### config.mk
export PLATFORM = sky130hd
export DESIGN_NAME = frogger_game_ctrl_flat
export DESIGN_NICKNAME = d
export VERILOG_FILES = /design/src/rtl/frogger_game_ctrl_if.sv /design/src/rtl/frogger_game_ctrl.sv /design/src/flat_wrapper.sv
export SDC_FILE = /design/constraint.sdc
export NUM_CORES = 1
export LEC_CHECK = 0
export CAP_MARGIN = 15
export CORE_MARGIN = 2
export CORE_UTILIZATION = 45
export CTS_CLUSTER_SIZE = 10
export DETAILED_ROUTE_END_ITERATION = 8
export PLACE_DENSITY = 0.79
export SYNTH_ARGS = -nofsm -noshare
export SYNTH_HDL_FRONTEND = slang
export SYNTH_SLANG_ARGS = --single-unit
### constraint.sdc
create_clock -name clk -period 3.4 [get_ports clk]
set_clock_uncertainty 0.1 [all_clocks]
set_input_delay 1.02 -clock clk [delete_from_list [all_inputs] [get_ports clk]]
set_output_delay 1.02 -clock clk [all_outputs]
set_load 0.1 [all_outputs]
### src/rtl/frogger_game_ctrl_if.sv
// Board-side signal bundle for the frogger sequencer: buttons and lane occupancy in,
// lane time-base pulses, frog position and game status out.
interface frogger_game_ctrl_if;
  logic        up;
  logic        down;
  logic        left;
  logic        right;
  logic [63:0] lanes;
  logic        lane_tick;
  logic        lane_clear;
  logic [2:0]  frog_row;
  logic [2:0]  frog_col;
  logic [1:0]  lives;
  logic [1:0]  level;
  logic [2:0]  state;
  logic        win;
  logic        game_over;

  modport master (
    output up, down, left, right, lanes,
    input  lane_tick, lane_clear, frog_row, frog_col, lives, level, state, win, game_over
  );

  modport slave (
    input  up, down, left, right, lanes,
    output lane_tick, lane_clear, frog_row, frog_col, lives, level, state, win, game_over
  );
endinterface

### src/rtl/frogger_game_ctrl.sv
// Frogger game sequencer: button edges, frog tracking, collision, lane ticks, lives/level.
// Optional attempt timeout enabled by defining FROGGER_TIMEOUT_EN.
module frogger_game_ctrl #(
  parameter int unsigned TICK_DIV    = 8,
  parameter int unsigned START_LIVES = 3,
  parameter int unsigned HOLD_CYC    = 4
`ifdef FROGGER_TIMEOUT_EN
  , parameter int unsigned TIMEOUT_TICKS = 32
`endif
) (
  input logic              clk,
  input logic              reset,
  frogger_game_ctrl_if.slave bus
);

  typedef enum logic [2:0] {
    S_IDLE = 3'd0,
    S_PLAY = 3'd1,
    S_HIT  = 3'd2,
    S_WIN  = 3'd3,
    S_OVER = 3'd4
  } state_t;

  state_t      r_state;
  logic [3:0]  r_btn_cur;
  logic [3:0]  r_btn_prev;
  logic [2:0]  r_frog_row;
  logic [2:0]  r_frog_col;
  logic [1:0]  r_lives;
  logic [1:0]  r_level;
  logic [31:0] r_tick_cnt;
  logic [31:0] r_hold;
  logic        r_lane_tick;
  logic        r_lane_clear;
  logic        r_win;
  logic        r_game_over;

  logic [3:0]  w_press;
  logic        w_any_press;
  logic [31:0] w_shifted;
  logic [31:0] w_period;
  logic        w_tick_due;
  logic        w_lane_hit;
  logic        w_hold_done;
  logic        w_timeout;

  // Buttons are active-low: {up,down,left,right}, a press is a registered 1->0 edge
  assign w_press     = r_btn_prev & ~r_btn_cur;
  assign w_any_press = |w_press;
  assign w_shifted   = TICK_DIV >> r_level;
  assign w_period    = (w_shifted == '0) ? 32'd1 : w_shifted;
  assign w_tick_due  = (r_tick_cnt == w_period - 32'd1);
  assign w_lane_hit  = bus.lanes[{r_frog_row, r_frog_col}];
  assign w_hold_done = (r_hold == HOLD_CYC - 1);

`ifdef FROGGER_TIMEOUT_EN
  logic [31:0] r_attempt;

  // Cleared whenever outside PLAY, which covers every entry into PLAY
  always_ff @(posedge clk) begin
    if (reset || r_state != S_PLAY) begin
      r_attempt <= '0;
    end else if (w_tick_due && r_frog_row != 3'd0 && !w_lane_hit) begin
      r_attempt <= r_attempt + 32'd1;
    end
  end

  assign w_timeout = w_tick_due && (r_attempt == TIMEOUT_TICKS - 1);
`else
  assign w_timeout = 1'b0;
`endif

  always_ff @(posedge clk) begin
    if (reset) begin
      r_state      <= S_IDLE;
      r_btn_cur    <= '1;
      r_btn_prev   <= '1;
      r_frog_row   <= 3'd7;
      r_frog_col   <= 3'd3;
      r_lives      <= 2'(START_LIVES);
      r_level      <= '0;
      r_tick_cnt   <= '0;
      r_hold       <= '0;
      r_lane_tick  <= 1'b0;
      r_lane_clear <= 1'b1;
      r_win        <= 1'b0;
      r_game_over  <= 1'b0;
    end else begin
      r_btn_cur    <= {bus.up, bus.down, bus.left, bus.right};
      r_btn_prev   <= r_btn_cur;
      r_lane_tick  <= 1'b0;
      r_lane_clear <= 1'b0;
      case (r_state)
        S_IDLE: begin
          r_tick_cnt <= '0;
          if (w_any_press) begin
            r_state      <= S_PLAY;
            r_lane_clear <= 1'b1;
          end
        end
        S_PLAY: begin
          if (r_frog_row == 3'd0) begin
            r_state    <= S_WIN;
            r_win      <= 1'b1;
            r_tick_cnt <= '0;
            r_hold     <= '0;
            if (r_level != 2'd3) r_level <= r_level + 2'd1;
          end else if (w_lane_hit || w_timeout) begin
            r_state     <= S_HIT;
            r_tick_cnt  <= '0;
            r_hold      <= '0;
            r_lane_tick <= w_timeout && !w_lane_hit;
            if (r_lives != 2'd0) r_lives <= r_lives - 2'd1;
          end else begin
            if (w_tick_due) begin
              r_tick_cnt  <= '0;
              r_lane_tick <= 1'b1;
            end else begin
              r_tick_cnt <= r_tick_cnt + 32'd1;
            end
            // Only the highest-priority press is considered; if it is blocked, nothing moves
            if (w_press[3]) begin
              r_frog_row <= r_frog_row - 3'd1;
            end else if (w_press[2]) begin
              if (r_frog_row != 3'd7) r_frog_row <= r_frog_row + 3'd1;
            end else if (w_press[1]) begin
              if (r_frog_col != 3'd0) r_frog_col <= r_frog_col - 3'd1;
            end else if (w_press[0]) begin
              if (r_frog_col != 3'd7) r_frog_col <= r_frog_col + 3'd1;
            end
          end
        end
        S_HIT: begin
          if (w_hold_done) begin
            if (r_lives == 2'd0) begin
              r_state     <= S_OVER;
              r_game_over <= 1'b1;
            end else begin
              r_state      <= S_PLAY;
              r_frog_row   <= 3'd7;
              r_frog_col   <= 3'd3;
              r_lane_clear <= 1'b1;
            end
          end else begin
            r_hold <= r_hold + 32'd1;
          end
        end
        S_WIN: begin
          if (w_hold_done) begin
            r_state      <= S_PLAY;
            r_win        <= 1'b0;
            r_frog_row   <= 3'd7;
            r_frog_col   <= 3'd3;
            r_lane_clear <= 1'b1;
          end else begin
            r_hold <= r_hold + 32'd1;
          end
        end
        S_OVER: begin
          if (w_any_press) begin
            r_state     <= S_IDLE;
            r_game_over <= 1'b0;
            r_lives     <= 2'(START_LIVES);
            r_level     <= '0;
            r_frog_row  <= 3'd7;
            r_frog_col  <= 3'd3;
          end
        end
        default: r_state <= S_IDLE;
      endcase
    end
  end

  assign bus.lane_tick  = r_lane_tick;
  assign bus.lane_clear = r_lane_clear;
  assign bus.frog_row   = r_frog_row;
  assign bus.frog_col   = r_frog_col;
  assign bus.lives      = r_lives;
  assign bus.level      = r_level;
  assign bus.state      = r_state;
  assign bus.win        = r_win;
  assign bus.game_over  = r_game_over;

endmodule

### src/flat_wrapper.sv
// flat-port wrapper written by rule: the top's interface ports become plain ports
module frogger_game_ctrl_flat 
#(
  parameter int unsigned TICK_DIV    = 8,
  parameter int unsigned START_LIVES = 3,
  parameter int unsigned HOLD_CYC    = 4

)
  (clk, reset, bus_up, bus_down, bus_left, bus_right, bus_lanes, bus_lane_tick, bus_lane_clear, bus_frog_row, bus_frog_col, bus_lives, bus_level, bus_state, bus_win, bus_game_over);
  frogger_game_ctrl_if bus_i ();
  input logic clk;
  input logic reset;
  input wire logic [$bits(bus_i.up)-1:0] bus_up;
  input wire logic [$bits(bus_i.down)-1:0] bus_down;
  input wire logic [$bits(bus_i.left)-1:0] bus_left;
  input wire logic [$bits(bus_i.right)-1:0] bus_right;
  input wire logic [$bits(bus_i.lanes)-1:0] bus_lanes;
  output wire logic [$bits(bus_i.lane_tick)-1:0] bus_lane_tick;
  output wire logic [$bits(bus_i.lane_clear)-1:0] bus_lane_clear;
  output wire logic [$bits(bus_i.frog_row)-1:0] bus_frog_row;
  output wire logic [$bits(bus_i.frog_col)-1:0] bus_frog_col;
  output wire logic [$bits(bus_i.lives)-1:0] bus_lives;
  output wire logic [$bits(bus_i.level)-1:0] bus_level;
  output wire logic [$bits(bus_i.state)-1:0] bus_state;
  output wire logic [$bits(bus_i.win)-1:0] bus_win;
  output wire logic [$bits(bus_i.game_over)-1:0] bus_game_over;
  assign bus_i.up = bus_up;
  assign bus_i.down = bus_down;
  assign bus_i.left = bus_left;
  assign bus_i.right = bus_right;
  assign bus_i.lanes = bus_lanes;
  assign bus_lane_tick = bus_i.lane_tick;
  assign bus_lane_clear = bus_i.lane_clear;
  assign bus_frog_row = bus_i.frog_row;
  assign bus_frog_col = bus_i.frog_col;
  assign bus_lives = bus_i.lives;
  assign bus_level = bus_i.level;
  assign bus_state = bus_i.state;
  assign bus_win = bus_i.win;
  assign bus_game_over = bus_i.game_over;
  frogger_game_ctrl #(.TICK_DIV(TICK_DIV), .START_LIVES(START_LIVES), .HOLD_CYC(HOLD_CYC)) u_core (.clk(clk), .reset(reset), .bus(bus_i));
endmodule
==> metrics.md <==
| Metric | Value |
|---|---|
| Reg-to-Reg Start | u_core.bus.level[0]$_SDFFE_PP0P_ |
| Slew margin rel. | 0.3756 |
| Hold crit path type | register to register |
| Synth Net Count | 735 |
| Total wire length | about 15000 µm |
| Syn Area/Cell | around 8.2 µm² |
| Crit path buf inv count | 4 |
| Most frequent cells in the layout | 85 x dfxtp_1, 57 x nand2_1, 48 x nor2_1 |
| Tot Pwr | between 4 and 5 mW |
| Sequential-to-total area share from yosys stat | 0.3336 |
| DRT iter0 DRCs | 612 |
| Critical path's slowest cell | mux4_2 |
| Least-Margin Pin Slew | between 0.9 and 1 ns |
| Critical path type | input pin to register |
| Share of layout cells above drive strength 1 | 0.1627 |
| Mapped Cells | roughly 650 |
| # IOs | 87 |
| Std-Cell Rows | 39 |
| Vias in the first global route | approximately 5200 |
| Area of the multi-input gates | approximately 3400 µm² |
| DR pass1 iterations | 5 |
| Antenna Cells | 0 |
| Via density | slightly above 6 |
| Yosys warnings | 0 |
| Power density cells | between 600 and 700 nW/µm² |
| Delay-heaviest family, CP | compound AO/OA/AOI/OAI gates |
| Hold WS | ~0.34 ns |
| Post-synthesis simple-gate area fraction | 0.2922 |
| Top cell type by total area after synthesis | dfxtp_1 |
| Commonest non-fill, non-tap cell in the layout | dfxtp_1 |
| Crit start category | input pin |
| Area grow syn2layout | 31.51% |
| Top cell type's share of synthesized area | 0.3336 |
| Final core utilization | 0.6098 |
| Final period utilization | 0.9684 |
| Post-route DRC | 0 |
| Max Root-Sink Buffers | 2 |
| Die ar. | roughly 13000 µm² |
| Worst-Skew Late Latency | 0.35 ns |
| Synth Flop Type | dfxtp_1 |
| Post-synthesis mux area share | 0.08903 |
| Post-synthesis adder-cell area fraction | 0.02858 |
| CTS H-tree depth | 3 |
| GRT Util Overall | 0.2247 |
| Largest net degree at the start of global routing | 38 |
| Post-synthesis compound-gate area fraction | 0.1956 |
| Core Area | roughly 12000 µm² |
| Root buffer cell | clkbuf_16 |
| Initial antenna violation count | 0 |
| Via count | about 5500 |
| First-pass GRT wire length | 23900 µm |
| Placed cells | a little under 900 |
| EDFF count, synth | 0 |
| Largest family of logic cells by synthesized area | simple AND/OR/NAND/NOR gates |
| Ys async rst share | 0 |
| Pre-CTS setup slack | -0.4402 ns |
| Xor and xnor fraction of the mapped netlist area | 0.01476 |
| Status | completed |
| CP peak stage delay | about 0.48 ns |
| Clock tree from TritonCTS | done |
| Final Hold Fails | 0 |
| Leak | between 2 and 3 nW |
| Fillers | ~960 |
| Hold_sp | u_core.r_btn_cur[1]$_SDFF_PP1_ |
| #FFs+latches synth | 89 |
| Critical Path RT | around 3.6 ns |
| Cell Area, Synth | about 5300 µm² |
| Die height | approximately 110 µm |
| Critical Path AT | between 3 and 4 ns |
| Finished Layout Cells | 899 |
| Final worst slack | 0.1073 ns |
| Crit. End Element | register |
| Nets | 832 |
| Post-DP HPWL | roughly 10000 µm |
| CP Max Fanout | 9 |
| Synth cell types | a little under 70 |
| Tmin final | between 3 and 4 ns |
| Total grt overflow | 0 |
| Max-cap viol count | 0 |
| Fmax | a little over 300 MHz |
| CTS buffer count | 9 |
| Placer Congestion | approximately 0.85 |
| Main area contributors after synthesis | dfxtp_1 33%, mux4_2 4.6%, a21oi_1 4.3% |
| VDD IR max | about 670 µV |
| Max-slew violations | 0 |
| Routed WL per cell | around 17 µm |
| Final setup fails | 0 |
| CTS sink cnt | 89 |
| ANT nets after route | 0 |
| Port buffer count | 86 |
| Register area | around 1800 µm² |
| CTS clk-pin slew, worst paths | 0.07 ns |
| Starting Density | 0.4637 |
| CP cell instances | clkdlybuf4s50_1 -> mux4_2 -> o211ai_2 -> a32oi_4 -> buf_6 -> a2111oi_4 -> buf_4 -> clkbuf_16 -> a21oi_1 -> a31oi_1 |
| RSZ-0062 raised after global routing | false |
| Die X-Extent | 112.9 µm |
| Worst setup path start | bus_lanes[43] |
-- layout make-up --
cell class                      count  area share
Inverter                           17    0.009086
Clock inverter                      3    0.003207
Clock buffer                       13     0.03848
Multi-Input combinational cell    509      0.4821
Sequential cell                    89      0.2544
Timing Repair Buffer              125      0.1872
Tap cell                          143     0.02548
-- worst reg2reg max path, cell delays in order, from the launching register on --
cell       delay (ns)
dfxtp_2          0.41
inv_1            0.09
ha_1             0.19
inv_1            0.06
ha_1             0.14
or3b_2           0.48
nor4_1           0.28
a31oi_1          0.07
nor3_1           0.21
buf_4            0.20
a2111oi_4        0.06
buf_4            0.18
clkbuf_16        0.16
a221o_1          0.31
-- Yosys cell counts, drive strengths merged (3+ instances only) --
library cell / n
mux2i: 10
inv: 17
nor3: 21
or3: 16
clkbuf: 27
or4: 5
nor2: 48
nor4: 17
o21ai: 43
and3: 16
mux4: 11
nor3b: 6
o21a: 3
xor2: 7
nand3: 37
o41ai: 4
and2: 9
o31ai: 6
nand4b: 3
ha: 9
or2: 13
dfxtp: 89
nor2b: 8
a21oi: 46
mux2: 11
o32ai: 3
nand4: 14
a31oi: 21
nand2: 57
nand3b: 3
buf: 12
o211ai: 3
nand2b: 13
a211oi: 7
a22oi: 5
-- state kept, by name, summed over array words and instances (netlist names) --
signal / count
u_core.r_hold: 32
u_core.r_tick_cnt: 32
u_core.r_btn_cur: 4
u_core.r_btn_prev: 4
u_core.bus.frog_col: 3
u_core.bus.frog_row: 3
u_core.bus.state: 3
u_core.bus.level: 2
u_core.bus.lives: 2
u_core.bus.game_over: 1
u_core.bus.lane_clear: 1
u_core.bus.lane_tick: 1
u_core.bus.win: 1
-- logic make-up (layout without fill, tap and decap cells) --
kind of cell,after synthesis,in the layout
flops,89,89
compound gates,163,163
fa+ha+maj,11,11
simple gates,294,294
xor+xnor,9,9
mux,32,32
buf+inv,56,158
-- per-layer routing --
layer | vias to the layer above | wire length [µm] | track usage
li1 | 2648 | - | -
met1 | 2607 | 6421 | 0.2865
met2 | 206 | 7459 | 0.3823
met3 | 24 | 801 | 0.04499
met4 | 0 | 237 | 0.07561
met5 | - | 0 | 0
-- metrics by stage --
stage	setup TNS (ns)	cell area (µm²)
detailed placement	-15.97	6407
CTS	-0.0009739	6820
finish	0	7023
global placement	-10.10	6407
global route	0	7023
floorplan	0	5345
-- report_power, final --
| part | switching (mW) | leakage (nW) | total [mW] | internal [mW] |
|---|---|---|---|---|
| clock | 0.422 | 0.146 | 0.981 | 0.559 |
| combinational | 1.30 | 1.93 | 2.38 | 1.08 |
| sequential | 0.177 | 0.721 | 1.29 | 1.11 |
| total | 1.90 | 2.79 | 4.65 | 2.75 |
-- final timing paths --
check                                  endpoint  slack (ns)  depth (start not counted)
max reg2reg  u_core.r_tick_cnt[10]$_SDFFE_PP0P_        0.33                         13
max          u_core.r_tick_cnt[24]$_SDFFE_PP0P_        0.11                         10
min             u_core.r_btn_prev[1]$_SDFF_PP1_        0.34                          1
min reg2reg     u_core.r_btn_prev[1]$_SDFF_PP1_        0.34                          1
-- timing repair --
action,CTS,global route
endpoints found under the setup margin,20,38
hold buffers,0,0
gates resized for setup,8,44
gates cloned,2,3
buffers inserted,5,2
pin swaps,3,12
Power figures use the tool's default switching activity.
==> variant 1, RTL diff (config.mk and constraints unchanged) <==
Add a define of `FROGGER_TIMEOUT_EN`.
--- a/src/rtl/frogger_game_ctrl.sv
+++ b/src/rtl/frogger_game_ctrl.sv
@@ -1,4 +1,6 @@
 // Frogger game sequencer: button edges, frog tracking, collision, lane ticks, lives/level.
 // Optional attempt timeout enabled by defining FROGGER_TIMEOUT_EN.
+`define FROGGER_TIMEOUT_EN
+
 module frogger_game_ctrl #(
   parameter int unsigned TICK_DIV    = 8,
Function: no difference found for any inputs over 4 cycles, from zero or initial values and one cycle with reset high; that may be too few to reach the edited logic, so the function may still have changed.
==> variant 1 against the unedited design <==
Count of clock-buffer cells in the layout is 6 higher; sequential cell count up 32; first-iteration DRC count down 14%; largest cell class unchanged; design area increased by 31%; wire length rose by 28%; worst setup slack worse by 0.073 ns; sequential power is 27% higher; area after synthesis up 33%; total power grew 34%; critical endpoint is now u_core.r_attempt[16]; cell count up 33%; via count increased by 28%; hold slack improved by 0.0033 ns; non-clock buffer count is 11 higher.
==> variant 1: results (changes against the unedited design) <==
| Metric | Value |
|---|---|
| Clk_lat worst skew | 0.42 ns (+0.07 ns) |
| Slowest-stage cell, CP | or4_4 |
| Share of power burned in registers | 0.264 (-0.013) |
| Status | complete, no violations |
| Drt via density | 5.87 (-3.8%) |
| CTS buffer count | 17 (+8) |
| Antenna violations before repair | 0 (unchanged) |
| Setup ws final | 0.0339 ns (-0.0735 ns) |
| Reg2reg end | u_core.r_hold[7] |
| CTS max path bufs | 2 (unchanged) |
| Worst Path Arrival | 3.62 ns (+0.15 ns) |
| Worst Reg-to-Reg Cells | 10 (-3) |
| Relative slew slack | 0.515 (+0.139) |
| Crit path to | u_core.r_attempt[16] |
| Regs by FF count | u_core.r_attempt x32, u_core.r_hold x32, u_core.r_tick_cnt x32 |
| Largest stage delay, worst path | 0.53 ns (+0.05 ns) |
| Critical Path Source | bus_lanes[4] |
| Register area share after synthesis | 0.341 (+0.00744) |
| Final wirelength | 19100 µm (+28%) |
| First-pass GRT wire length | 30700 µm (+29%) |
| Largest net degree at the start of global routing | 36 (-5.3%) |
| GRT Total Usage | 0.226 (+0.00149) |
| Vias in the first global route | 6447 (+24%) |
| Hpwl dp | 13500 µm (+36%) |
| Iteration-0 DRC Markers | 529 (-14%) |
| Share of cells above drive strength 1 | 0.174 (+0.0113) |
| Reg2reg start | u_core.bus.level[1] |
| Peak supply drop | 0.000457 V (-31%) |
| Top post-synthesis cells by count | dfxtp_1 (121), nand2_1 (81), a21oi_1 (57) |
| Top delay family on crit path | simple AND/OR/NAND/NOR gates |
| Number of nets in the layout | 1053 (+27%) |
| Leak pwr | 3.16 nW (+13%) |
| Sw Share | 0.387 (-0.0226) |
| Syn nets | 941 (+28%) |
| Filler cell count | 1283 (+33%) |
| Clk network pwr share | 0.303 (+0.092) |
| # H-tree levels | 4 (+1) |
| GPL Wtd Cong | 0.863 (+1.0%) |
| CP Max Fanout | 5 (-4) |
| Root Driver | clkbuf_16 |
| Post-synth cell types | 73 (+7.4%) |
| Pre-CTS WS | -0.530 ns (-0.0896 ns) |
| R2r setup slk | 0.17 ns (-0.16 ns) |
-- variant 1: changes by cell type in the layout (fill, tap and decap cells not counted), moves of 13 or more --
cell	change
clkdlybuf4s50_1	+31
dfxtp_1	+31
dlymetal6s2s_1	-29
nand2_1	+24
nand3_1	+19
nor4_1	+18
xnor2_1	+18
buf_4	+13
-- variant 1: through the flow --
step | power (mW) | setup TNS [ns] | area, µm² | cells
6_report | 6.22 | 0 | 9170 | 1194
5_1_grt | 6.50 | -0.00908 | 9170 | 1194
4_1_cts | 6.04 | 0 | 9060 | 1191
3_5_place_dp | 4.08 | -33.60 | 8410 | 1158
3_3_place_gp | 4.05 | -31.13 | 8410 | 1158
2_1_floorplan | 3.26 | 0 | 7110 | 858
-- variant 1: worst min path at each step --
stage | start | to | slack, ns
floorplan | u_core.r_btn_cur[0] | u_core.r_btn_prev[0] | 0.30
global placement | u_core.r_btn_cur[0] | u_core.r_btn_prev[0] | 0.32
detailed placement | u_core.r_btn_cur[1] | u_core.r_btn_prev[1] | 0.33
CTS | u_core.r_btn_cur[3] | u_core.r_btn_prev[3] | 0.35
global route | u_core.r_btn_cur[3] | u_core.r_btn_prev[3] | 0.35
finish | u_core.r_btn_cur[3] | u_core.r_btn_prev[3] | 0.34
-- variant 1: kinds of logic (layout without fill, tap and decap cells) --
| logic type | after synthesis | in the layout | share of synthesized area |
|---|---|---|---|
| AOI/OAI and AO/OA | 187 | 188 | 0.168 |
| xor gates and xnor gates | 31 | 31 | 0.0382 |
| adders and majority gates | 13 | 13 | 0.0250 |
| buffers and inverters | 73 | 197 | 0.0470 |
| DFF | 121 | 121 | 0.341 |
| muxes | 30 | 30 | 0.0682 |
| and+or+nand+nor | 403 | 403 | 0.313 |
-- variant 1: layout make-up --
cell class	count	area, µm²	share of cell area
tap	211	264	0.0288
multi-input combinational	665	4450	0.485
inverter	29	109	0.0119
clock buffer	19	453	0.0494
clock inverter	13	168	0.0183
sequential	121	2430	0.265
timing repair buffer	136	1300	0.142
-- variant 1: repair_timing --
| action | in CTS | in global routing |
|---|---|---|
| buffers inserted | 1 | 2 |
| pin swaps | 2 | 13 |
| gates cloned | 0 | 1 |
| setup endpoints to repair | 23 | 33 |
| hold endpoints to repair | 0 | 0 |
| gates resized for setup | 5 | 20 |
-- variant 1: per-layer routing --
layer | share of wire | wire, µm | GRT usage | vias up
met2 | 0.49 | 9300 | 0.366 | 216
met5 | 0 | 0 | 0 | -
met4 | 0.015 | 278 | 0.0696 | 0
met3 | 0.047 | 889 | 0.0504 | 30
li1 | - | - | - | 3452
met1 | 0.45 | 8630 | 0.303 | 3309
==> variant 2, RTL diff (same flow settings) <==
Made on the original files. `TICK_DIV` is set to 8 in 2 places; all go to 4.
--- a/src/rtl/frogger_game_ctrl.sv
+++ b/src/rtl/frogger_game_ctrl.sv
@@ -2,5 +2,5 @@
 // Optional attempt timeout enabled by defining FROGGER_TIMEOUT_EN.
 module frogger_game_ctrl #(
-  parameter int unsigned TICK_DIV    = 8,
+  parameter int unsigned TICK_DIV    = 4,
   parameter int unsigned START_LIVES = 3,
   parameter int unsigned HOLD_CYC    = 4
--- a/src/flat_wrapper.sv
+++ b/src/flat_wrapper.sv
@@ -2,5 +2,5 @@
 module frogger_game_ctrl_flat 
 #(
-  parameter int unsigned TICK_DIV    = 8,
+  parameter int unsigned TICK_DIV    = 4,
   parameter int unsigned START_LIVES = 3,
   parameter int unsigned HOLD_CYC    = 4
Check against the original RTL: not equivalent (a bounded check fails within 10 cycles, from zero or initial values and one cycle with reset high).
==> variant 2 against the unedited design <==
Critical path depth is 2 lower; design area is 10% lower; area after synthesis is 6.0% lower; sequential cell count stayed put; synthesized cell count is 12% lower; worst setup slack worse by 0.021 ns; die area is 5.7% lower; wire length is 18% lower; total power is 9.4% lower; combinational power is 13% lower; critical endpoint is now u_core.bus.frog_row[2]; largest cell class unchanged.
==> variant 2: results (changes against the unedited design) <==
| Metric | Value |
|---|---|
| Leak pwr | 2.27 nW (-19%) |
| Vias in the first global route | 4566 (-12%) |
| GPL Wtd Cong | 0.877 (+2.7%) |
| Syn nets | 655 (-11%) |
| Top post-synthesis cells by count | dfxtp_1 (89), nor2_1 (69), nand2_1 (51) |
| Clock transition at path regs | 0.09 ns (+0.02 ns) |
| Post-synth cell types | 57 (-16%) |
| Drt via density | 5.55 (-9.0%) |
| NetSw | 1.83 mW (-3.7%) |
| Register area share after synthesis | 0.355 (+0.0211) |
| Number of nets in the layout | 743 (-11%) |
| Slowest-stage cell, CP | mux4_1 |
| Largest stage delay, worst path | 0.51 ns (+0.03 ns) |
| Status | complete, no violations |
| Min Hold Slack | 0.338 ns (-0.00111 ns) |
| Post-Synth XOR/XNOR Area | 0.101 (+0.0864) |
| Worst Reg-to-Reg Cells | 8 (-5) |
| Compound-Gate Fraction of Synth Area | 0.0842 (-0.111) |
| Synth Area in Adders | 0.0254 (-0.00317) |
| Reg2reg start | u_core.bus.frog_col[0] |
| Share of cells above drive strength 1 | 0.152 (-0.0102) |
| GRT Total Usage | 0.218 (-0.00660) |
| First-pass GRT wire length | 20700 µm (-13%) |
| Worst Path Arrival | 3.50 ns (+0.03 ns) |
| Iteration-0 DRC Markers | 280 (-54%) |
| Comb group | 2.08 mW (-13%) |
| Non-Filler Instances | 809 (-10%) |
| Synth area leaders | dfxtp_1 (35%), xor2_1 (6.8%), mux4_2 (5.8%) |
| Post-CTS setup buffers | 0 (-5) |
| Placed cell areas | 0.00605 mm² (-5.5%) |
| Root Driver | clkbuf_8 |
| Hpwl dp | 9320 µm (-5.9%) |
| Crit path to | u_core.bus.frog_row[2] |
| Final wirelength | 12300 µm (-18%) |
## variant 2: area by class of cell
type | count | area share
sequential | 89 | 0.283
timing repair buffer | 103 | 0.157
multi-input combinational | 441 | 0.484
inverter | 20 | 0.0119
tap | 140 | 0.0278
clock inverter | 4 | 0.0119
clock buffer | 12 | 0.0246
## variant 2: repair_timing
item,CTS,global route
endpoints found under the hold margin,0,0
endpoints found under the setup margin,0,6
gates resized for setup,0,3
## variant 2: metal layers
layer	up-vias	track usage	share of wire
li1	2209	-	-
met1	2165	0.271	0.44
met2	101	0.373	0.50
met3	18	0.0504	0.040
met4	0	0.0732	0.017
met5	-	0	0
## variant 2: cells by family (layout without fill, tap and decap cells)
family                     Yosys count  after routing
and+or+nand+nor                    291            291
buffers and inverters               46            139
muxes                               27             27
AOI/OAI and AO/OA                   56             56
xor gates and xnor gates            58             58
DFF                                 89             89
adders and majority gates            9              9
